[src/rtl/memory_arbiter_pkg.sv]
// Shared types and constants for the memory port arbiter slice.
package memory_arbiter_pkg;

  typedef enum logic [1:0] {
    IDLE,
    ACTIVE_INST,
    ACTIVE_DATA
  } arbState_t;

  typedef enum logic [1:0] {
    OWNER_NONE,
    OWNER_INST,
    OWNER_DATA
  } owner_t;

  localparam logic [31:0] DEFAULT_READ_DATA = 32'hFFFF_FFFF;

endpackage

[src/rtl/memory_port_arbiter_if.sv]
// Bundle of requester (instruction, data) and target port signals around the arbiter.
interface memory_port_arbiter_if #(
  parameter int ADDRESS_WIDTH = 24
);

  logic                     instEnable;
  logic [ADDRESS_WIDTH-1:0] instAddress;
  logic [31:0]              instDataRead;
  logic                     instBusy;

  logic                     dataEnable;
  logic                     dataWriteEnable;
  logic [ADDRESS_WIDTH-1:0] dataAddress;
  logic [3:0]               dataByteSelect;
  logic [31:0]              dataDataWrite;
  logic [31:0]              dataDataRead;
  logic                     dataBusy;

  logic                     targetEnable;
  logic                     targetWriteEnable;
  logic [ADDRESS_WIDTH-1:0] targetAddress;
  logic [3:0]               targetByteSelect;
  logic [31:0]              targetDataWrite;
  logic [31:0]              targetDataRead;
  logic                     targetBusy;

  // Environment side: core requesters plus the memory target.
  modport master (
    output instEnable, instAddress,
    input  instDataRead, instBusy,
    output dataEnable, dataWriteEnable, dataAddress, dataByteSelect, dataDataWrite,
    input  dataDataRead, dataBusy,
    input  targetEnable, targetWriteEnable, targetAddress, targetByteSelect, targetDataWrite,
    output targetDataRead, targetBusy
  );

  modport slave (
    input  instEnable, instAddress,
    output instDataRead, instBusy,
    input  dataEnable, dataWriteEnable, dataAddress, dataByteSelect, dataDataWrite,
    output dataDataRead, dataBusy,
    output targetEnable, targetWriteEnable, targetAddress, targetByteSelect, targetDataWrite,
    input  targetDataRead, targetBusy
  );

endinterface

[src/rtl/memory_arbiter_select.sv]
// Winner selection between instruction and data requesters with a starvation counter
// that hands a contested grant to the instruction side after STARVE_LIMIT data wins.
module memory_arbiter_select
  import memory_arbiter_pkg::*;
#(
  parameter int STARVE_LIMIT = 4
) (
  input  logic   clk,
  input  logic   rst,
  input  logic   grant,
  input  logic   instEnable,
  input  logic   dataEnable,
  output owner_t winner
);

  localparam int COUNT_WIDTH = $clog2(STARVE_LIMIT + 1);
  localparam logic [COUNT_WIDTH-1:0] LIMIT = COUNT_WIDTH'(STARVE_LIMIT);

  logic [COUNT_WIDTH-1:0] starveCount;
  logic                   contested;

  assign contested = instEnable & dataEnable;

  always_comb begin
    winner = OWNER_NONE;
    if (contested) begin
      winner = (starveCount == LIMIT) ? OWNER_INST : OWNER_DATA;
    end else if (dataEnable) begin
      winner = OWNER_DATA;
    end else if (instEnable) begin
      winner = OWNER_INST;
    end
  end

  // Only grants issued from IDLE move the counter; no-request IDLE cycles leave it alone.
  always_ff @(posedge clk or negedge rst) begin
    if (!rst) begin
      starveCount <= '0;
    end else if (grant) begin
      if (winner == OWNER_INST) begin
        starveCount <= '0;
      end else if (contested && (starveCount != LIMIT)) begin
        starveCount <= starveCount + 1'b1;
      end
    end
  end

endmodule

[src/rtl/memory_port_arbiter.sv]
// Shares one memory target port between instruction fetch and data load/store,
// one transaction at a time, holding the grant until the target completes.
module memory_port_arbiter
  import memory_arbiter_pkg::*;
#(
  parameter int ADDRESS_WIDTH = 24,
  parameter int STARVE_LIMIT  = 4
) (
  input logic                  clk,
  input logic                  rst,
  memory_port_arbiter_if.slave bus
);

  arbState_t state, nextState;
  owner_t    owner, nextOwner, winner;
  logic      grant;
  logic      ownerEnable;
  logic      driveInst, driveData;
  logic      instDone, dataDone;

  assign grant = (state == IDLE);

  memory_arbiter_select #(
    .STARVE_LIMIT(STARVE_LIMIT)
  ) u_select (
    .clk       (clk),
    .rst       (rst),
    .grant     (grant),
    .instEnable(bus.instEnable),
    .dataEnable(bus.dataEnable),
    .winner    (winner)
  );

  always_ff @(posedge clk or negedge rst) begin
    if (!rst) begin
      state <= IDLE;
      owner <= OWNER_NONE;
    end else begin
      state <= nextState;
      owner <= nextOwner;
    end
  end

  // Gating on rst keeps the target quiet for the whole reset window, not just until the state clears.
  always_comb begin
    nextState   = state;
    nextOwner   = owner;
    ownerEnable = 1'b0;
    driveInst   = 1'b0;
    driveData   = 1'b0;
    instDone    = 1'b0;
    dataDone    = 1'b0;
    if (rst) begin
      unique case (state)
        IDLE: begin
          if (winner == OWNER_INST) begin
            driveInst = 1'b1;
            nextState = ACTIVE_INST;
            nextOwner = OWNER_INST;
          end else if (winner == OWNER_DATA) begin
            driveData = 1'b1;
            nextState = ACTIVE_DATA;
            nextOwner = OWNER_DATA;
          end
        end
        ACTIVE_INST, ACTIVE_DATA: begin
          ownerEnable = (owner == OWNER_INST) ? bus.instEnable : bus.dataEnable;
          if (!ownerEnable) begin
            nextState = IDLE;
            nextOwner = OWNER_NONE;
          end else begin
            driveInst = (owner == OWNER_INST);
            driveData = (owner == OWNER_DATA);
            if (!bus.targetBusy) begin
              instDone  = driveInst;
              dataDone  = driveData;
              nextState = IDLE;
              nextOwner = OWNER_NONE;
            end
          end
        end
        default: begin
          nextState = IDLE;
          nextOwner = OWNER_NONE;
        end
      endcase
    end
  end

  assign bus.targetEnable      = driveInst | driveData;
  assign bus.targetWriteEnable = driveData & bus.dataWriteEnable;
  assign bus.targetAddress     = driveData ? bus.dataAddress    : (driveInst ? bus.instAddress : '0);
  assign bus.targetByteSelect  = driveData ? bus.dataByteSelect : (driveInst ? 4'b1111 : 4'b0000);
  assign bus.targetDataWrite   = driveData ? bus.dataDataWrite  : '0;

  assign bus.instBusy     = ~instDone;
  assign bus.instDataRead = instDone ? bus.targetDataRead : DEFAULT_READ_DATA;
  assign bus.dataBusy     = ~dataDone;
  assign bus.dataDataRead = dataDone ? bus.targetDataRead : DEFAULT_READ_DATA;

endmodule
[src/flat_wrapper.sv]
// flat-port wrapper written by rule: the top's interface ports become plain ports
module memory_port_arbiter_flat import memory_arbiter_pkg::*;
#(
  parameter int ADDRESS_WIDTH = 24,
  parameter int STARVE_LIMIT  = 4
)
  (clk, rst, bus_instEnable, bus_instAddress, bus_instDataRead, bus_instBusy, bus_dataEnable, bus_dataWriteEnable, bus_dataAddress, bus_dataByteSelect, bus_dataDataWrite, bus_dataDataRead, bus_dataBusy, bus_targetEnable, bus_targetWriteEnable, bus_targetAddress, bus_targetByteSelect, bus_targetDataWrite, bus_targetDataRead, bus_targetBusy);
  memory_port_arbiter_if #(.ADDRESS_WIDTH(ADDRESS_WIDTH)) bus_i ();
  input logic clk;
  input logic rst;
  input wire logic [$bits(bus_i.instEnable)-1:0] bus_instEnable;
  input wire logic [$bits(bus_i.instAddress)-1:0] bus_instAddress;
  output wire logic [$bits(bus_i.instDataRead)-1:0] bus_instDataRead;
  output wire logic [$bits(bus_i.instBusy)-1:0] bus_instBusy;
  input wire logic [$bits(bus_i.dataEnable)-1:0] bus_dataEnable;
  input wire logic [$bits(bus_i.dataWriteEnable)-1:0] bus_dataWriteEnable;
  input wire logic [$bits(bus_i.dataAddress)-1:0] bus_dataAddress;
  input wire logic [$bits(bus_i.dataByteSelect)-1:0] bus_dataByteSelect;
  input wire logic [$bits(bus_i.dataDataWrite)-1:0] bus_dataDataWrite;
  output wire logic [$bits(bus_i.dataDataRead)-1:0] bus_dataDataRead;
  output wire logic [$bits(bus_i.dataBusy)-1:0] bus_dataBusy;
  output wire logic [$bits(bus_i.targetEnable)-1:0] bus_targetEnable;
  output wire logic [$bits(bus_i.targetWriteEnable)-1:0] bus_targetWriteEnable;
  output wire logic [$bits(bus_i.targetAddress)-1:0] bus_targetAddress;
  output wire logic [$bits(bus_i.targetByteSelect)-1:0] bus_targetByteSelect;
  output wire logic [$bits(bus_i.targetDataWrite)-1:0] bus_targetDataWrite;
  input wire logic [$bits(bus_i.targetDataRead)-1:0] bus_targetDataRead;
  input wire logic [$bits(bus_i.targetBusy)-1:0] bus_targetBusy;
  assign bus_i.instEnable = bus_instEnable;
  assign bus_i.instAddress = bus_instAddress;
  assign bus_instDataRead = bus_i.instDataRead;
  assign bus_instBusy = bus_i.instBusy;
  assign bus_i.dataEnable = bus_dataEnable;
  assign bus_i.dataWriteEnable = bus_dataWriteEnable;
  assign bus_i.dataAddress = bus_dataAddress;
  assign bus_i.dataByteSelect = bus_dataByteSelect;
  assign bus_i.dataDataWrite = bus_dataDataWrite;
  assign bus_dataDataRead = bus_i.dataDataRead;
  assign bus_dataBusy = bus_i.dataBusy;
  assign bus_targetEnable = bus_i.targetEnable;
  assign bus_targetWriteEnable = bus_i.targetWriteEnable;
  assign bus_targetAddress = bus_i.targetAddress;
  assign bus_targetByteSelect = bus_i.targetByteSelect;
  assign bus_targetDataWrite = bus_i.targetDataWrite;
  assign bus_i.targetDataRead = bus_targetDataRead;
  assign bus_i.targetBusy = bus_targetBusy;
  memory_port_arbiter #(.ADDRESS_WIDTH(ADDRESS_WIDTH), .STARVE_LIMIT(STARVE_LIMIT)) u_core (.clk(clk), .rst(rst), .bus(bus_i));
endmodule
[config.mk]
export PLATFORM = sky130hd
export DESIGN_NAME = memory_port_arbiter_flat
export DESIGN_NICKNAME = d
export VERILOG_FILES = /design/src/rtl/memory_arbiter_pkg.sv /design/src/rtl/memory_port_arbiter_if.sv /design/src/rtl/memory_arbiter_select.sv /design/src/rtl/memory_port_arbiter.sv /design/src/flat_wrapper.sv
export SDC_FILE = /design/constraint.sdc
export NUM_CORES = 1
export LEC_CHECK = 0
export CORE_AREA = 2 2 96 98
export DETAILED_ROUTE_END_ITERATION = 16
export DIE_AREA = 0 0 98 100
export PLACE_DENSITY = 0.68
export SLEW_MARGIN = 30
export SYNTH_ARGS = -nofsm -noshare
export SYNTH_HDL_FRONTEND = slang
export SYNTH_SLANG_ARGS = --single-unit
[constraint.sdc]
create_clock -name clk -period 3 [get_ports clk]
set_clock_uncertainty 0.15 [all_clocks]
set_input_delay 0.3 -clock clk [delete_from_list [all_inputs] [get_ports clk]]
set_output_delay 0.3 -clock clk [all_outputs]
set_load 0.02 [all_outputs]
-- Word level (Yosys, flattened, before mapping)
Cells that the tools add are included.
- bits in read-only memories: 0
- register bits after elaboration: 5
- RAM bits: 0
- memories: 0
- word-level logic and storage cells: 58
- bits in latches: 0
- shift operators: 0
- reduce and logical (&&, ||, !) cells: 6
- order comparisons: 0
- bitwise operators: 5
- add/subtract/negate cells: 1
- muxes and demuxes: 36
- eq/ne operators: 8
- multipliers: 0
- divide/modulo/power cells: 0
- operators by type and width (kind ; number):
    32-bit 2-to-1 mux ; 3
    24-bit 2-to-1 mux ; 2
    1-bit 2-to-1 mux ; 17
    2-bit 2-to-1 mux ; 7
    3-bit inequality test (second input constant) ; 3
    4-bit 2-to-1 mux ; 2
    3-bit 2-to-1 mux ; 2
    2-bit by 1-bit == test with 1-bit output (second input constant) ; 2
    2-bit == test (second input constant) ; 2
    1-bit case mux with 2 select lines ; 2
    2-bit case mux with 2 select lines ; 1
    3-bit by 1-bit adder with 3-bit output (second input constant) ; 1
    3-bit == test (second input constant) ; 1
    3-bit AND reduction ; 1
    1-bit AND ; 2
    2-bit logical NOT ; 1
    1-bit inverter ; 2
    2-bit AND reduction ; 1
    2-bit nonzero test ; 1
    2-bit OR reduction ; 1
    1-bit logical AND ; 1
    1-bit OR ; 1

-- Logic depth before layout (Yosys ltp)
- word-level depth: 9
- mapped depth: 7
- depth with buffers taken out: 6

-- Cells and area by module
A second synthesis with hierarchy kept.
- cell total of the unflattened synthesis: 259
- area total of the unflattened synthesis: 1854.3 µm²
- by module, submodules not included (module ; seq. area each (µm²) ; times used ; cells each ; area an instance (µm²)):
    memory_port_arbiter ; 50.0 ; 1 ; 238 ; 1644.1
    memory_arbiter_select ; 75.1 ; 1 ; 21 ; 210.2

-- Worst setup path before layout
No wires, ideal clock.
- path kind: flip-flop to output port
- start: reg u_core.owner[1]
- end: out bus_targetAddress[10]
- cell stages (with the launch flop): 8
- data arrival time: 1929 ps
- required time: 2550 ps
- setup slack: 621 ps
- path buffers: 1
- cells stage by stage: dfrtp_1 -> inv_1 -> ha_1 -> mux2_4 -> nand3_4 -> o2111ai_4 -> buf_6 -> o22ai_1
- word-level cells in the longest chain between the ends: 7
- elaborated cells on any way between the ends: 13
- ends and longest elaborated chain (what ; RTL line ; text):
    start: declaration ; memory_port_arbiter.sv:15 ; owner_t owner, nextOwner, winner;
    start signal: assignment ; memory_port_arbiter.sv:40 ; owner <= nextOwner;
    2-bit by 1-bit == test with 1-bit output ; memory_port_arbiter.sv:67, memory_port_arbiter.sv:72 ;
    1-bit 2-to-1 mux ; memory_port_arbiter.sv:67 ; ownerEnable = (owner == OWNER_INST) ? bus.instEnable : bus.dataEnable;
    1-bit 2-to-1 mux ; memory_port_arbiter.sv:68 ; if (!ownerEnable) begin
    1-bit case mux with 2 select lines ; memory_port_arbiter.sv:54 ; unique case (state)
    1-bit 2-to-1 mux ; memory_port_arbiter.sv:53 ; if (rst) begin
    24-bit 2-to-1 mux ; memory_port_arbiter.sv:92 ; assign bus.targetAddress = driveData ? bus.dataAddress : (driveInst ? bus.instAddress : '0);
    24-bit 2-to-1 mux * ; memory_port_arbiter.sv:92 ;
    end: declaration ; flat_wrapper.sv:24 ; output wire logic [$bits(bus_i.targetAddress)-1:0] bus_targetAddress;
Mark *: on every way between the ends. The rest lies on a longest branch, timed or not.

-- Worst setup path in the final report
- start: reg u_core.owner[1]
- end: out bus_targetAddress[20]
Same word-level chain as after synthesis.

==> parameters.txt <==
Parameter                              Value

Yosys
  Mapped Avg Cell Area ... 6.35 sq um
  Mapped Nets ... 378
  Top cells by count, synth ... sky130_fd_sc_hd__nand2_1 (60), sky130_fd_sc_hd__and2_1 (34), sky130_fd_sc_hd__nand2b_1 (33), sky130_fd_sc_hd__or2_2 (32), sky130_fd_sc_hd__o22ai_1 (29)
  Share of synthesized flip-flops with an asynchronous set or reset ... 100%
  Area share of the largest cell type after synthesis ... 14.2%
  Post-synthesis instance total ... 250
  Post-synth EDFFs ... 0
  Dominant cells by area after synthesis ... sky130_fd_sc_hd__nand2_1 (14%), sky130_fd_sc_hd__and2_1 (13%), sky130_fd_sc_hd__nand2b_1 (13%), sky130_fd_sc_hd__or2_2 (13%), sky130_fd_sc_hd__o22ai_1 (11%)
  Seq/Total Area, Yosys ... 7.89%
  FF+latch count, synth ... 5
  Post-synthesis instance area ... 1590 sq um
  Cell type with the largest total area after synthesis ... sky130_fd_sc_hd__nand2_1
  Post-synth cell types ... 30
  Most used standard cell by instance count after synthesis ... sky130_fd_sc_hd__nand2_1
  Count of yosys warnings during synthesis ... 0
  Commonest register cell after synthesis ... sky130_fd_sc_hd__dfrtp_1

Die
  Die height ... 100 um
  Die X-Extent ... 98 um
  Initial core utilization ... 17.8%
  Area of the core region ... 8890 sq um
  DIE AREA ... 9800 sq um
  Row cnt ... 35
  I/O Pins ... 250

CTS
  Number of clock sinks ... 5
  Clock buffer depth ... 2
  TritonCTS clock tree ... yes
  Clock Pin Slew Worst Setup and Hold Paths ... 0.03 ns
  TritonCTS buffer count ... 3
  Number of H-tree levels ... 1
  Master cell of the clock root buffer ... sky130_fd_sc_hd__clkbuf_8
  Clock latency of the later-clocked register in the worst-skew pair ... 0.22 ns

Status
  Run status ... completed

Placed design
  Routability cong. ... 0.812
  Count of buffers from port buffering ... 249
  Minimum setup slack after placement ... -0.246 ns
  Post-detailed-placement half-perimeter wirelength ... 6850 um

STA
  Min Clock Period, post-route ... 2.90 ns
  Highest Clock Rate ... 345 MHz
  Part of the cycle the worst path needs ... 96.6%
  Headroom to the max-slew limit ... 54.4%
  Setup repair after global routing missed its margin ... no
  Total count of max-transition violations in the final report ... 0
  Accumulated negative setup slack ... 0 ns
  Worst hold margin ... 0.247 ns
  Final setup violation count ... 0
  Transition time at the pin with the least slew margin ... 0.676 ns
  Setup slack after layout ... 0.103 ns
  Hold Fails Final Rpt ... 0

Worst setup path
  Data required time at the worst endpoint ... 2.55 ns
  Element type at the critical path end ... output port
  Startpoint Class ... flip-flop
  Maximum fanout encountered on the critical timing path ... 28
  Worst Path Buf+Inv ... 4
  Library cell contributing the largest single delay on the critical path ... sky130_fd_sc_hd__dfrtp_1
  Peak per-stage delay on the critical path ... 0.39 ns
  CP top delay family ... buffers and inverters
  Critical path, cell by cell ... inv_1 -> ha_1 -> mux2_4 -> a32oi_4 -> buf_4 -> buf_4 -> o22ai_1 -> dlygate4sd2_1
  Data arrival time of the critical path ... 2.45 ns
  Category of the most critical setup path ... flip-flop to output port
  Cell repeated most along the worst path ... sky130_fd_sc_hd__buf_4

Global routing
  Overall fraction of global-route tracks in use ... 15.6%
  Aggregate global routing overflow ... 0
  Antenna violations before repair ... 0
  Largest net degree at the start of global routing ... 53
  Number of global-route vias before repair ... 2427
  Wire length of the first global-routing pass ... 12700 um

Cells and area
  Layout overhead on the synthesized area ... 173%
  Fin nets ... 627
  Number of diodes added for antenna fixing ... 0
  Final core utilization ... 48.7%
  Layout cell share with drive strength beyond 1 ... 11.8%

Detailed routing
  Drt first-iter violations ... 48
  Post-DR wirelength/cell ... 13.9 um
  Number of routed nets with antenna violations ... 0
  Remaining routing DRC violations ... 0
  Final wirelength ... 8490 um
  Routed vias/inst ... 4.19
  Via count ... 2554
  Number of optimization iterations in the first detailed-route pass ... 4

Power
  Leak ... 2.03 nW
  P per Cell Area ... 395 nW/um^2
  Peak supply drop ... 0.290 mV

Flow run
  Max-capacitance violation count ... 0

Hold path
  Hold Path Class ... input pin to asynchronous set/reset pin
[final cells by class]
type	count	area [sq um]
sequential	5	125
inverter	6	22.5
fill	885	4560
multi-input combinational	219	1350
tap	111	139
clock buffer	4	45.0
timing repair buffer	264	2650
[state kept, by name (all words and copies together) (netlist names)]
signal,flops
u_core.owner,2
u_core.u_select.starveCount,3
[logic make-up after synthesis]
kind of cell / count (synthesis) / share of synthesized area, %
AND/OR/NAND/NOR: 171 / 58.7
multiplexers: 3 / 2.21
buffers and inverters: 27 / 9.46
flip-flops: 5 / 7.89
adder cells (fa/ha/maj): 6 / 4.73
AO/OA/AOI/OAI: 38 / 17.0
[timing repair]
item                                   in CTS  in global routing
endpoints found under the hold margin       0                  0
gates cloned                                0                  1
gates resized for setup                    31                 20
buffers inserted                            0                  3
setup endpoints to repair                  61                 31
hold buffers                                0                  0
pin swaps                                   0                  2
[final timing paths]
check	from	to	slack, ns	depth (start not counted)
hold / removal	rst	u_core.owner[0]	0.25	2
min in group clk	u_core.u_select.starveCount[1]	u_core.u_select.starveCount[1]	0.37	2
hold reg to reg	u_core.u_select.starveCount[1]	u_core.u_select.starveCount[1]	0.37	2
setup / recovery	u_core.owner[1]	bus_targetAddress[20]	0.10	8
setup reg to reg	u_core.owner[0]	u_core.owner[0]	1.04	6
max in group asynchronous	rst	u_core.u_select.starveCount[1]	2.35	2
[through the flow]
| stage | instances | area, sq um | total power [W] |
|---|---|---|---|
| finish | 609 | 4330 | 0.00171 |
| global placement | 601 | 4230 | 0.00159 |
| floorplan | 250 | 1590 | 0.000944 |
| detailed placement | 601 | 4230 | 0.00161 |
| CTS | 605 | 4240 | 0.00167 |
| global route | 609 | 4330 | 0.00184 |
[power by group]
group          internal, W  switching (W)  total, W
Clock            0.0000911      0.0000318  0.000123
Sequential       0.0000942      0.0000239  0.000118
Combinational     0.000685       0.000785   0.00147
[cell usage in the layout (no fill, tap or decap), types with 2 or more instances in the layout]
master,instances
sky130_fd_sc_hd__a21o_1,2
sky130_fd_sc_hd__and2_1,34
sky130_fd_sc_hd__buf_12,3
sky130_fd_sc_hd__buf_4,12
sky130_fd_sc_hd__clkbuf_8,3
sky130_fd_sc_hd__clkdlybuf4s50_1,202
sky130_fd_sc_hd__dfrtp_1,5
sky130_fd_sc_hd__dlygate4sd2_1,30
sky130_fd_sc_hd__dlymetal6s2s_1,17
sky130_fd_sc_hd__ha_1,5
sky130_fd_sc_hd__inv_1,6
sky130_fd_sc_hd__mux2i_1,2
sky130_fd_sc_hd__nand2_1,60
sky130_fd_sc_hd__nand2b_1,33
sky130_fd_sc_hd__nand3_1,3
sky130_fd_sc_hd__nor2_4,2
sky130_fd_sc_hd__nor3b_1,2
sky130_fd_sc_hd__o21ai_0,2
sky130_fd_sc_hd__o22ai_1,29
sky130_fd_sc_hd__or2_2,32
[metal layers]
metal	vias to the layer above	wire (um)	GRT usage (%)
li1	1318	-	-
met1	1108	3600	20.4
met2	120	4300	27.6
met3	8	517	2.23
met4	0	70	2.67
met5	-	0	0
Note: power is estimated with default switching activity, not from simulation.
